### src/rtl/serial_full_adder_if.sv
// Operand/result bundle for the bit-serial adder.
// ovf and its modport entries exist only with SERIAL_ADDER_OVERFLOW_EN.
interface serial_full_adder_if #(
    parameter int WIDTH = 8
);
    logic             start;
    logic [WIDTH-1:0] a;
    logic [WIDTH-1:0] b;
    logic             cin;
    logic             busy;
    logic             done;
    logic [WIDTH-1:0] sum;
    logic             cout;
`ifdef SERIAL_ADDER_OVERFLOW_EN
    logic             ovf;

    modport master (
        output start, a, b, cin,
        input  busy, done, sum, cout, ovf
    );
    modport slave (
        input  start, a, b, cin,
        output busy, done, sum, cout, ovf
    );
`else
    modport master (
        output start, a, b, cin,
        input  busy, done, sum, cout
    );
    modport slave (
        input  start, a, b, cin,
        output busy, done, sum, cout
    );
`endif
endinterface

### src/rtl/serial_full_adder.sv
// Bit-serial adder: one full-adder cell and a carry flop, LSB first.
// SERIAL_ADDER_OVERFLOW_EN adds a signed-overflow result (ovf).
module serial_full_adder #(
    parameter int WIDTH = 8
) (
    input logic                clk,
    input logic                rst,
    serial_full_adder_if.slave bus
);
    localparam int CW = $clog2(WIDTH) + 1;

    typedef enum logic [1:0] {
        IDLE  = 2'd0,
        SHIFT = 2'd1,
        DONE  = 2'd2
    } state_t;

    state_t           state_q;
    state_t           state_d;
    logic [WIDTH-1:0] a_sr;
    logic [WIDTH-1:0] b_sr;
    logic [WIDTH-1:0] acc;
    logic [WIDTH-1:0] sum_q;
    logic             carry;
    logic             cout_q;
    logic [CW-1:0]    cnt;
    logic             s;
    logic             c_next;
    logic             last;

    assign s      = a_sr[0] ^ b_sr[0] ^ carry;
    assign c_next = (a_sr[0] & b_sr[0]) | (carry & (a_sr[0] ^ b_sr[0]));
    assign last   = (cnt == CW'(WIDTH - 1));

    always_ff @(posedge clk) begin
        if (rst) begin
            state_q <= IDLE;
        end else begin
            state_q <= state_d;
        end
    end

    always_comb begin
        state_d = state_q;
        unique case (state_q)
            IDLE:    if (bus.start) state_d = SHIFT;
            SHIFT:   if (last) state_d = DONE;
            DONE:    state_d = IDLE;
            default: state_d = IDLE;
        endcase
    end

    // acc accumulates privately so sum never shows partial bits
    always_ff @(posedge clk) begin
        if (rst) begin
            a_sr   <= '0;
            b_sr   <= '0;
            acc    <= '0;
            sum_q  <= '0;
            carry  <= 1'b0;
            cout_q <= 1'b0;
            cnt    <= '0;
        end else begin
            unique case (state_q)
                IDLE: begin
                    if (bus.start) begin
                        a_sr  <= bus.a;
                        b_sr  <= bus.b;
                        carry <= bus.cin;
                        cnt   <= '0;
                    end
                end
                SHIFT: begin
                    a_sr  <= a_sr >> 1;
                    b_sr  <= b_sr >> 1;
                    acc   <= {s, acc[WIDTH-1:1]};
                    carry <= c_next;
                    cnt   <= cnt + 1'b1;
                    if (last) begin
                        sum_q  <= {s, acc[WIDTH-1:1]};
                        cout_q <= c_next;
                    end
                end
                default: ;
            endcase
        end
    end

`ifdef SERIAL_ADDER_OVERFLOW_EN
    logic ovf_q;

    // carry still holds the carry into the MSB on the final cycle
    always_ff @(posedge clk) begin
        if (rst) begin
            ovf_q <= 1'b0;
        end else if (state_q == SHIFT && last) begin
            ovf_q <= carry ^ c_next;
        end
    end

    assign bus.ovf = ovf_q;
`endif

    assign bus.busy = (state_q == SHIFT);
    assign bus.done = (state_q == DONE);
    assign bus.sum  = sum_q;
    assign bus.cout = cout_q;
endmodule

### src/flat_wrapper.sv
// flat-port wrapper written by rule: the top's interface ports become plain ports
module serial_full_adder_flat 
#(
    parameter int WIDTH = 8
)
  (clk, rst, bus_start, bus_a, bus_b, bus_cin, bus_busy, bus_done, bus_sum, bus_cout);
  serial_full_adder_if #(.WIDTH(WIDTH)) bus_i ();
  input logic clk;
  input logic rst;
  input wire logic [$bits(bus_i.start)-1:0] bus_start;
  input wire logic [$bits(bus_i.a)-1:0] bus_a;
  input wire logic [$bits(bus_i.b)-1:0] bus_b;
  input wire logic [$bits(bus_i.cin)-1:0] bus_cin;
  output wire logic [$bits(bus_i.busy)-1:0] bus_busy;
  output wire logic [$bits(bus_i.done)-1:0] bus_done;
  output wire logic [$bits(bus_i.sum)-1:0] bus_sum;
  output wire logic [$bits(bus_i.cout)-1:0] bus_cout;
  assign bus_i.start = bus_start;
  assign bus_i.a = bus_a;
  assign bus_i.b = bus_b;
  assign bus_i.cin = bus_cin;
  assign bus_busy = bus_i.busy;
  assign bus_done = bus_i.done;
  assign bus_sum = bus_i.sum;
  assign bus_cout = bus_i.cout;
  serial_full_adder #(.WIDTH(WIDTH)) u_core (.clk(clk), .rst(rst), .bus(bus_i));
endmodule
### config.mk
export PLATFORM = sky130hd
export DESIGN_NAME = serial_full_adder_flat
export DESIGN_NICKNAME = d
export VERILOG_FILES = /design/src/rtl/serial_full_adder_if.sv /design/src/rtl/serial_full_adder.sv /design/src/flat_wrapper.sv
export SDC_FILE = /design/constraint.sdc
export NUM_CORES = 1
export LEC_CHECK = 0
export ABC_AREA = 1
export CAP_MARGIN = 20
export CORE_AREA = 2 2 74 55
export DETAILED_ROUTE_END_ITERATION = 10
export DIE_AREA = 0 0 76 57
export PLACE_DENSITY = 0.74
export SLEW_MARGIN = 10
export SYNTH_ARGS = -nofsm -noshare
export SYNTH_HDL_FRONTEND = slang
export SYNTH_SLANG_ARGS = --single-unit
export TNS_END_PERCENT = 5
### constraint.sdc
create_clock -name clk -period 3.6 [get_ports clk]
set_input_delay 0.72 -clock clk [delete_from_list [all_inputs] [get_ports clk]]
set_output_delay 0.72 -clock clk [all_outputs]
set_load 0.02 [all_outputs]
# Word-level counts from Yosys, hierarchy flattened
# Index checks and enable logic that the tools add are counted.
dict set report word_totals {
  regBits 40
  out_inout_bits 11
  wordCells 35
}
dict set report op_classes {
  addsub 1
  eq_ne 5
  n_mux 11
  n_bitwise 5
  reduce_logical 5
}
# op n
set op_table {}
lappend op_table {{$pmux W8 S2} 2}
lappend op_table {{$mux W8} 2}
lappend op_table {{$pmux W4 S2} 1}
lappend op_table {{$reduce_and A2 Y1} 3}
lappend op_table {{$add A4 B1 Y4 const B} 1}
lappend op_table {{$eq A4 B3 Y1 const B} 1}
lappend op_table {{$mux W2} 2}
lappend op_table {{$mux W4} 1}
lappend op_table {{$pmux W2 S2} 1}
lappend op_table {{$and A1 B1 Y1} 2}
lappend op_table {{$eq A2 B1 Y1 const B} 1}
lappend op_table {{$eq A2 B2 Y1 const B} 1}
lappend op_table {{$logic_not A2 Y1} 1}
lappend op_table {{$ne A2 B1 Y1 const B} 1}
lappend op_table {{$ne A2 B2 Y1 const B} 1}
lappend op_table {{$pmux W1 S2} 1}
lappend op_table {{$reduce_bool A2 Y1} 1}
lappend op_table {{$xor A1 B1 Y1} 2}
lappend op_table {{$mux W1} 1}
lappend op_table {{$or A1 B1 Y1} 1}

# Logic depth before layout (Yosys ltp)
# Gate-level depths: netlist (run 1).
dict set report logic_depth {
  depth_word 4
  ltp_mapped 8
}

# Worst setup path before layout (run 1)
# OpenSTA, ideal clock, no wires.
dict set report synth_timing {
  kind {flip-flop to output port}
  from {register u_core.state_q[0]}
  to {output bus_busy}
  arrival_time_ns 0.757
  required_ns 2.880
  path_slack_ns 2.123
  path_stages_with_launch 4
  path_cell_list {dfxtp_1 > inv_2 > nor2_4 > buf_4}
}
dict set report synth_via {
  elab_chain_len 1
}
# element line
set synth_rtl {}
lappend synth_rtl {{from (decl)} serial_full_adder.sv:18} ;# state_t state_q;
lappend synth_rtl {{from (signal assigned)} serial_full_adder.sv:39} ;# state_q <= state_d;
lappend synth_rtl {{$eq A2 B1 Y1} serial_full_adder.sv:104} ;# assign bus.busy = (state_q == SHIFT);
lappend synth_rtl {{to (decl)} flat_wrapper.sv:14} ;# output wire logic [$bits(bus_i.busy)-1:0] bus_busy;
# Every way passes these cells.

# Final worst setup path (run 1)
dict set report layout_timing {
  from {register u_core.state_q[1]}
  to {output bus_done}
}
dict set report layout_via {
  elab_chain_len 1
}
# element line
set layout_rtl {}
lappend layout_rtl {{$eq A2 B2 Y1} serial_full_adder.sv:105} ;# assign bus.done = (state_q == DONE);
lappend layout_rtl {{to (decl)} flat_wrapper.sv:15} ;# output wire logic [$bits(bus_i.done)-1:0] bus_done;
# Every way passes these cells.

==> results of run 1 <==
-- per-layer routing --
layer  track usage  share of wire
met5             0              0
met4       0.07792         0.0069
met3       0.04430          0.050
met2        0.2538           0.42
met1        0.2377           0.52
-- worst max-delay path: stages, from the launching register on --
cell and delay [ps]:
dfxtp_1 430, inv_2 70, nor2_1 100, clkdlybuf4s50_1 610
-- synth_stat cells (all sizes together) --
cell type / instances / share of area
inv: 20 / 0.043
nor3: 1 / 0.0029
o21ai: 13 / 0.038
nand2: 60 / 0.13
dfxtp: 39 / 0.45
nor2: 54 / 0.12
ha: 1 / 0.0072
o22ai: 1 / 0.0036
clkbuf: 3 / 0.0072
fa: 1 / 0.012
nand3: 34 / 0.098
buf: 10 / 0.035
a21oi: 3 / 0.0087
nand3b: 9 / 0.039
-- per-stage QoR --
stage	instances	area, um2
final	328	2141
after global routing	328	2141
after CTS	328	2141
after detailed placement	320	2041
after global placement	320	2041
after floorplan	249	1733
-- layout by cell type, fill, tap and decap left out, drive strengths merged --
cell type,netlist,layout
a21oi,3,3
buf,10,2
clkbuf,3,8
clkdlybuf4s50,0,30
dfxtp,39,39
fa,1,1
ha,1,1
inv,20,20
nand2,60,60
nand3,34,34
nand3b,9,9
nor2,54,54
nor3,1,1
o21ai,13,13
o22ai,1,1
-- area by class of cell --
type,instances,share of cell area
Timing Repair Buffer,32,0.1473
Sequential cell,39,0.3647
Inverter,20,0.03507
Tap cell,52,0.03039
Clock buffer,8,0.04676
Multi-Input combinational cell,177,0.3758
-- worst min-delay path by stage --
stage,start,depth (start not counted),end
finish,u_core.b_sr[4],2,u_core.b_sr[3]
global placement,u_core.b_sr[4],2,u_core.b_sr[3]
floorplan,u_core.b_sr[4],2,u_core.b_sr[3]
detailed placement,u_core.b_sr[4],2,u_core.b_sr[3]
global route,u_core.b_sr[4],2,u_core.b_sr[3]
CTS,u_core.b_sr[4],2,u_core.b_sr[3]
-- power breakdown --
part | internal, mW | switching, mW | leakage [nW]
logic | 0.0546 | 0.0757 | 0.560
clock network | 0.175 | 0.142 | 0.0515
registers | 0.457 | 0.0163 | 0.319
-- logic make-up (layout without fill, tap and decap cells) --
| logic type | Yosys count | after routing | share of synthesized area |
|---|---|---|---|
| AND/OR/NAND/NOR | 158 | 158 | 0.3957 |
| adder cells (fa/ha/maj) | 2 | 2 | 0.01877 |
| buffers and inverters | 33 | 60 | 0.08520 |
| flip-flops | 39 | 39 | 0.4505 |
| AO/OA/AOI/OAI | 17 | 17 | 0.04982 |
-- registers in the layout, summed over array words and instances (netlist names) --
name,flops
u_core.b_sr,8
u_core.bus.sum,8
u_core.state_q,2
u_core.cnt,4
u_core.a_sr,8
u_core.bus.cout,1
u_core.acc,7
u_core.carry,1
==> flow_summary.json, run 1 <==
{
  "seq_area_frac_synth": 0.4505,
  "syn_avg_cell_area_um2": 6.959,
  "antenna_found_initial": 0,
  "finalMaxSlewViolations": 0,
  "die_w_um": 76,
  "core-area_mm2": 0.003685,
  "synth_nets": 271,
  "drt-total-wl_um": 3465,
  "start_kind": "flop",
  "startpoint": "u_core.state_q[1]",
  "synth_warnings": 0,
  "setup_viol": 0,
  "root_buffer": "clkbuf_8",
  "dieHeight_um": 57,
  "cts_buffers": 5,
  "relSlewSlack": 0.6108,
  "worstPathArrival_ps": 1500,
  "area_growth_pct": 23.54,
  "fillCellCount": 371,
  "worst_pin_slew_ps": 581.7,
  "finalSetupTns_ps": 0,
  "ys_types": 21,
  "syn-cell-area_mm2": 0.001733,
  "drv_cap": 0,
  "holdBufCountCts": 0,
  "grtUsageTotal": 0.1709,
  "clock_path_buffers": 2,
  "clk_pin_slew_ps": 70,
  "hold_slack_ps": 451.0,
  "ios": 31,
  "cts_tree": "built",
  "first_pass_iters": 4,
  "final.setup.worst_slack_ps": 1381,
  "hold_path_class": "reg2reg",
  "period_needed_ps": 2219,
  "max_freq_mhz": 450.6,
  "overflow": 0,
  "port_buffers": 30,
  "gp_congestion": 0.7562,
  "register_area_um2": 780.7,
  "grt_pass1_wl_um": 5858,
  "num_rows": 19,
  "final_net_count": 297,
  "ir_worst_vdd_mv": 0.1945,
  "rsz0062_at_grt": "false",
  "status": "completed",
  "final_util": 0.5810,
  "reg2reg_slack_ps": 2090,
  "dp_hpwl_um": 2314,
  "grt_max_degree": 34,
  "critPathCaptureType": "output port",
  "postRouteAntennaNets": 0,
  "n_antenna_cell": 0,
  "synth_seq_cells": 39,
  "syn_inst": 249,
  "dieArea_mm2": 0.004332,
  "p_per_area_mw_per_mm2": 429.7,
  "post-cts-setup-buffers": 0,
  "vias": 1526,
  "multiInputGateArea_um2": 804.5,
  "r2r_start": "u_core.cnt[0]",
  "endpoint": "bus_done",
  "critical_path.max_fanout": 3,
  "cp.required_ps": 2880,
  "drc": 0,
  "pre_cts_ws_ps": 1219,
  "clock_latency_ps": 290,
  "grt_pass1_vias": 1277,
  "leakagePower_nw": 0.9305,
  "ctsResizeCount": 0,
  "avgViaCountPerCell": 4.652,
  "hold_viol": 0,
  "wire_per_inst_um": 10.56,
  "cts.sinks": 39,
  "first_iter_violations": 76,
  "power_uw": 919.9,
  "fin_crit_sh": 0.6165,
  "fin_skew_ps": 6.977,
  "initial_core_util": 0.4703,
  "layout-drive-gt1-share": 0.05797,
  "criticalPathCategory": "reg2out",
  "reg2regPathDepth": 6,
  "r2r-end": "u_core.bus.sum[2]",
  "htreeDepth": 2
}
No activity file was read; power rests on OpenSTA's default activity.
==> run 2: changes to the inputs <==
--- a/config.mk
+++ b/config.mk
@@ -7,10 +7,10 @@
 export LEC_CHECK = 0
 export ABC_AREA = 1
 export CAP_MARGIN = 20
-export CORE_AREA = 2 2 74 55
+export CORE_AREA = 2 2 77 57
 export DETAILED_ROUTE_END_ITERATION = 10
-export DIE_AREA = 0 0 76 57
-export PLACE_DENSITY = 0.74
+export DIE_AREA = 0 0 79 59
+export PLACE_DENSITY = 0.72
 export SLEW_MARGIN = 10
 export SYNTH_ARGS = -nofsm -noshare
 export SYNTH_HDL_FRONTEND = slang
==> constraint.sdc (replaced) <==
create_clock -name clk -period 1.84 [get_ports clk]
set_input_delay 0.368 -clock clk [delete_from_list [all_inputs] [get_ports clk]]
set_output_delay 0.368 -clock clk [all_outputs]
set_load 0.02 [all_outputs]
==> run 2 against run 1 <==
  * Via count is 3.7% higher
  * Sequential power is 96% higher
  * Clock power grew 130%
  * Largest cell class unchanged
==> flow_summary.json, run 2 (same netlist as run 1, synthesis figures left out) <==
{
  "critical_path.max_fanout": 2,
  "drc": 0,
  "multiInputGateArea_um2": 804.5,
  "worstPathArrival_ps": 1230,
  "n_antenna_cell": 0,
  "first_pass_iters": 4,
  "pre_cts_ws_ps": 216.3,
  "mostFrequentLayoutCell": "nand2_1",
  "period_needed_ps": 1598,
  "max_freq_mhz": 625.6,
  "grtUsageTotal": 0.1856,
  "status": "completed",
  "cts_tree": "built",
  "hold_depth": 2,
  "grt_pass1_wl_um": 6686,
  "wire_per_inst_um": 10.90,
  "root_buffer": "clkbuf_8",
  "hold_viol": 0,
  "vias": 1583,
  "htreeDepth": 2,
  "reg2reg_slack_ps": 470,
  "critPathTopFamily": "buffers and inverters",
  "ios": 31,
  "overflow": 0,
  "layout-drive-gt1-share": 0.08156,
  "r2r_start": "u_core.cnt[0]",
  "reg2regPathDepth": 5,
  "rsz0062_at_grt": "false",
  "ir_worst_vdd_mv": 0.4398,
  "finalSetupTns_ps": 0,
  "crit_cells": 1,
  "crit_chain": "clkdlybuf4s50_1",
  "finalMaxSlewViolations": 0,
  "register_area_um2": 780.7,
  "setup_viol": 0,
  "port_buffers": 30,
  "drv_cap": 0,
  "dieArea_mm2": 0.004661,
  "hold_path_class": "reg2reg",
  "hold_end": "u_core.b_sr[3]",
  "max_stage_delay_ps": 600,
  "worst_pin_slew_ps": 385.7,
  "dp.cells": 326,
  "r2r-end": "u_core.bus.sum[6]",
  "criticalPathCategory": "reg2out",
  "core-area_mm2": 0.003851,
  "grt_pass1_vias": 1507,
  "worst_path_max_delay_cell": "clkdlybuf4s50_1",
  "holdCritStartpoint": "u_core.b_sr[4]",
  "final.setup.worst_slack_ps": 241.6,
  "start_kind": "flop",
  "cts_buffers": 5,
  "avgViaCountPerCell": 4.740,
  "gp_congestion": 0.8109,
  "final_cells": 334,
  "num_rows": 19,
  "hold_slack_ps": 448.2,
  "fin_crit_sh": 0.8687,
  "cp.buffers_inverters": 1,
  "critPathCaptureType": "output port",
  "relSlewSlack": 0.7426,
  "most-common-layout-cells": "nand2_1, nor2_1, dfxtp_1, nand3_1, clkdlybuf4s50_1",
  "leakagePower_nw": 0.9782,
  "final_net_count": 303,
  "die_w_um": 79,
  "dp_hpwl_um": 2518,
  "dpl-instance-area_mm2": 0.002098,
  "clock_path_buffers": 2,
  "clk_pin_slew_ps": 80,
  "clock_latency_ps": 290,
  "fillCellCount": 397,
  "area_growth_pct": 27.44,
  "fin_skew_ps": 7.704,
  "p_per_area_mw_per_mm2": 865.8,
  "grt_max_degree": 34,
  "postRouteAntennaNets": 0,
  "first_iter_violations": 85,
  "initial_core_util": 0.4500,
  "antenna_found_initial": 0,
  "cts.sinks": 39,
  "final_design_area_no_fill_mm2": 0.002208,
  "drt-total-wl_um": 3641,
  "cp.required_ps": 1470,
  "dieHeight_um": 59
}
-- run 2: cell types whose count changed in the layout (fill, tap and decap cells not counted) --
cell	before	now
buf_4	2	7
clkbuf_8	7	5
clkdlybuf4s50_1	30	28
dlygate4sd2_1	0	2
buf_12	0	1
bufinv_16	0	1
clkbuf_1	1	0
clkinv_2	0	1
clkinv_4	0	1
-- run 2: repair_timing --
action / CTS / global route
hold buffers: 0 / 0
resized for setup: 2 / 0
setup endpoints to repair: 2 / 0
setup buffers: 0 / 0
-- run 2: layer usage --
metal	track usage	vias to the layer above	routed length (um)
li1	-	848	-
met1	0.2414	694	1780
met2	0.2930	39	1596
met3	0.06098	2	236
met4	0.06650	0	27
met5	0	-	0
-- run 2: area by class of cell --
| class | instances | share of cell area |
|---|---|---|
| inverter | 20 | 0.03399 |
| sequential | 39 | 0.3535 |
| clock buffer | 5 | 0.03116 |
| clock inverter | 3 | 0.01983 |
| tap | 52 | 0.02946 |
| multi-input combinational | 177 | 0.3643 |
| timing repair buffer | 38 | 0.1677 |
-- run 2: per-stage QoR --
step	utilization	total power [mW]
after floorplan	-	1.125
after global placement	0.5448	1.213
after detailed placement	0.5448	1.217
after CTS	0.5734	1.928
after global routing	0.5734	2.016
final	0.5734	1.912
-- run 2: worst max-delay path by stage --
| stage | startpoint | to |
|---|---|---|
| after global routing | u_core.state_q[1] | bus_done |
| after global placement | bus_start | u_core.a_sr[4] |
| after CTS | u_core.bus.sum[6] | bus_sum[6] |
| final | u_core.bus.sum[6] | bus_sum[6] |
| after detailed placement | bus_start | u_core.carry |
| after floorplan | u_core.cnt[0] | u_core.bus.cout |
-- run 2: report_power, final --
part | switching [mW] | internal [mW]
sequential | 0.0319 | 0.893
clock | 0.311 | 0.404
combinational | 0.153 | 0.119
total | 0.496 | 1.42
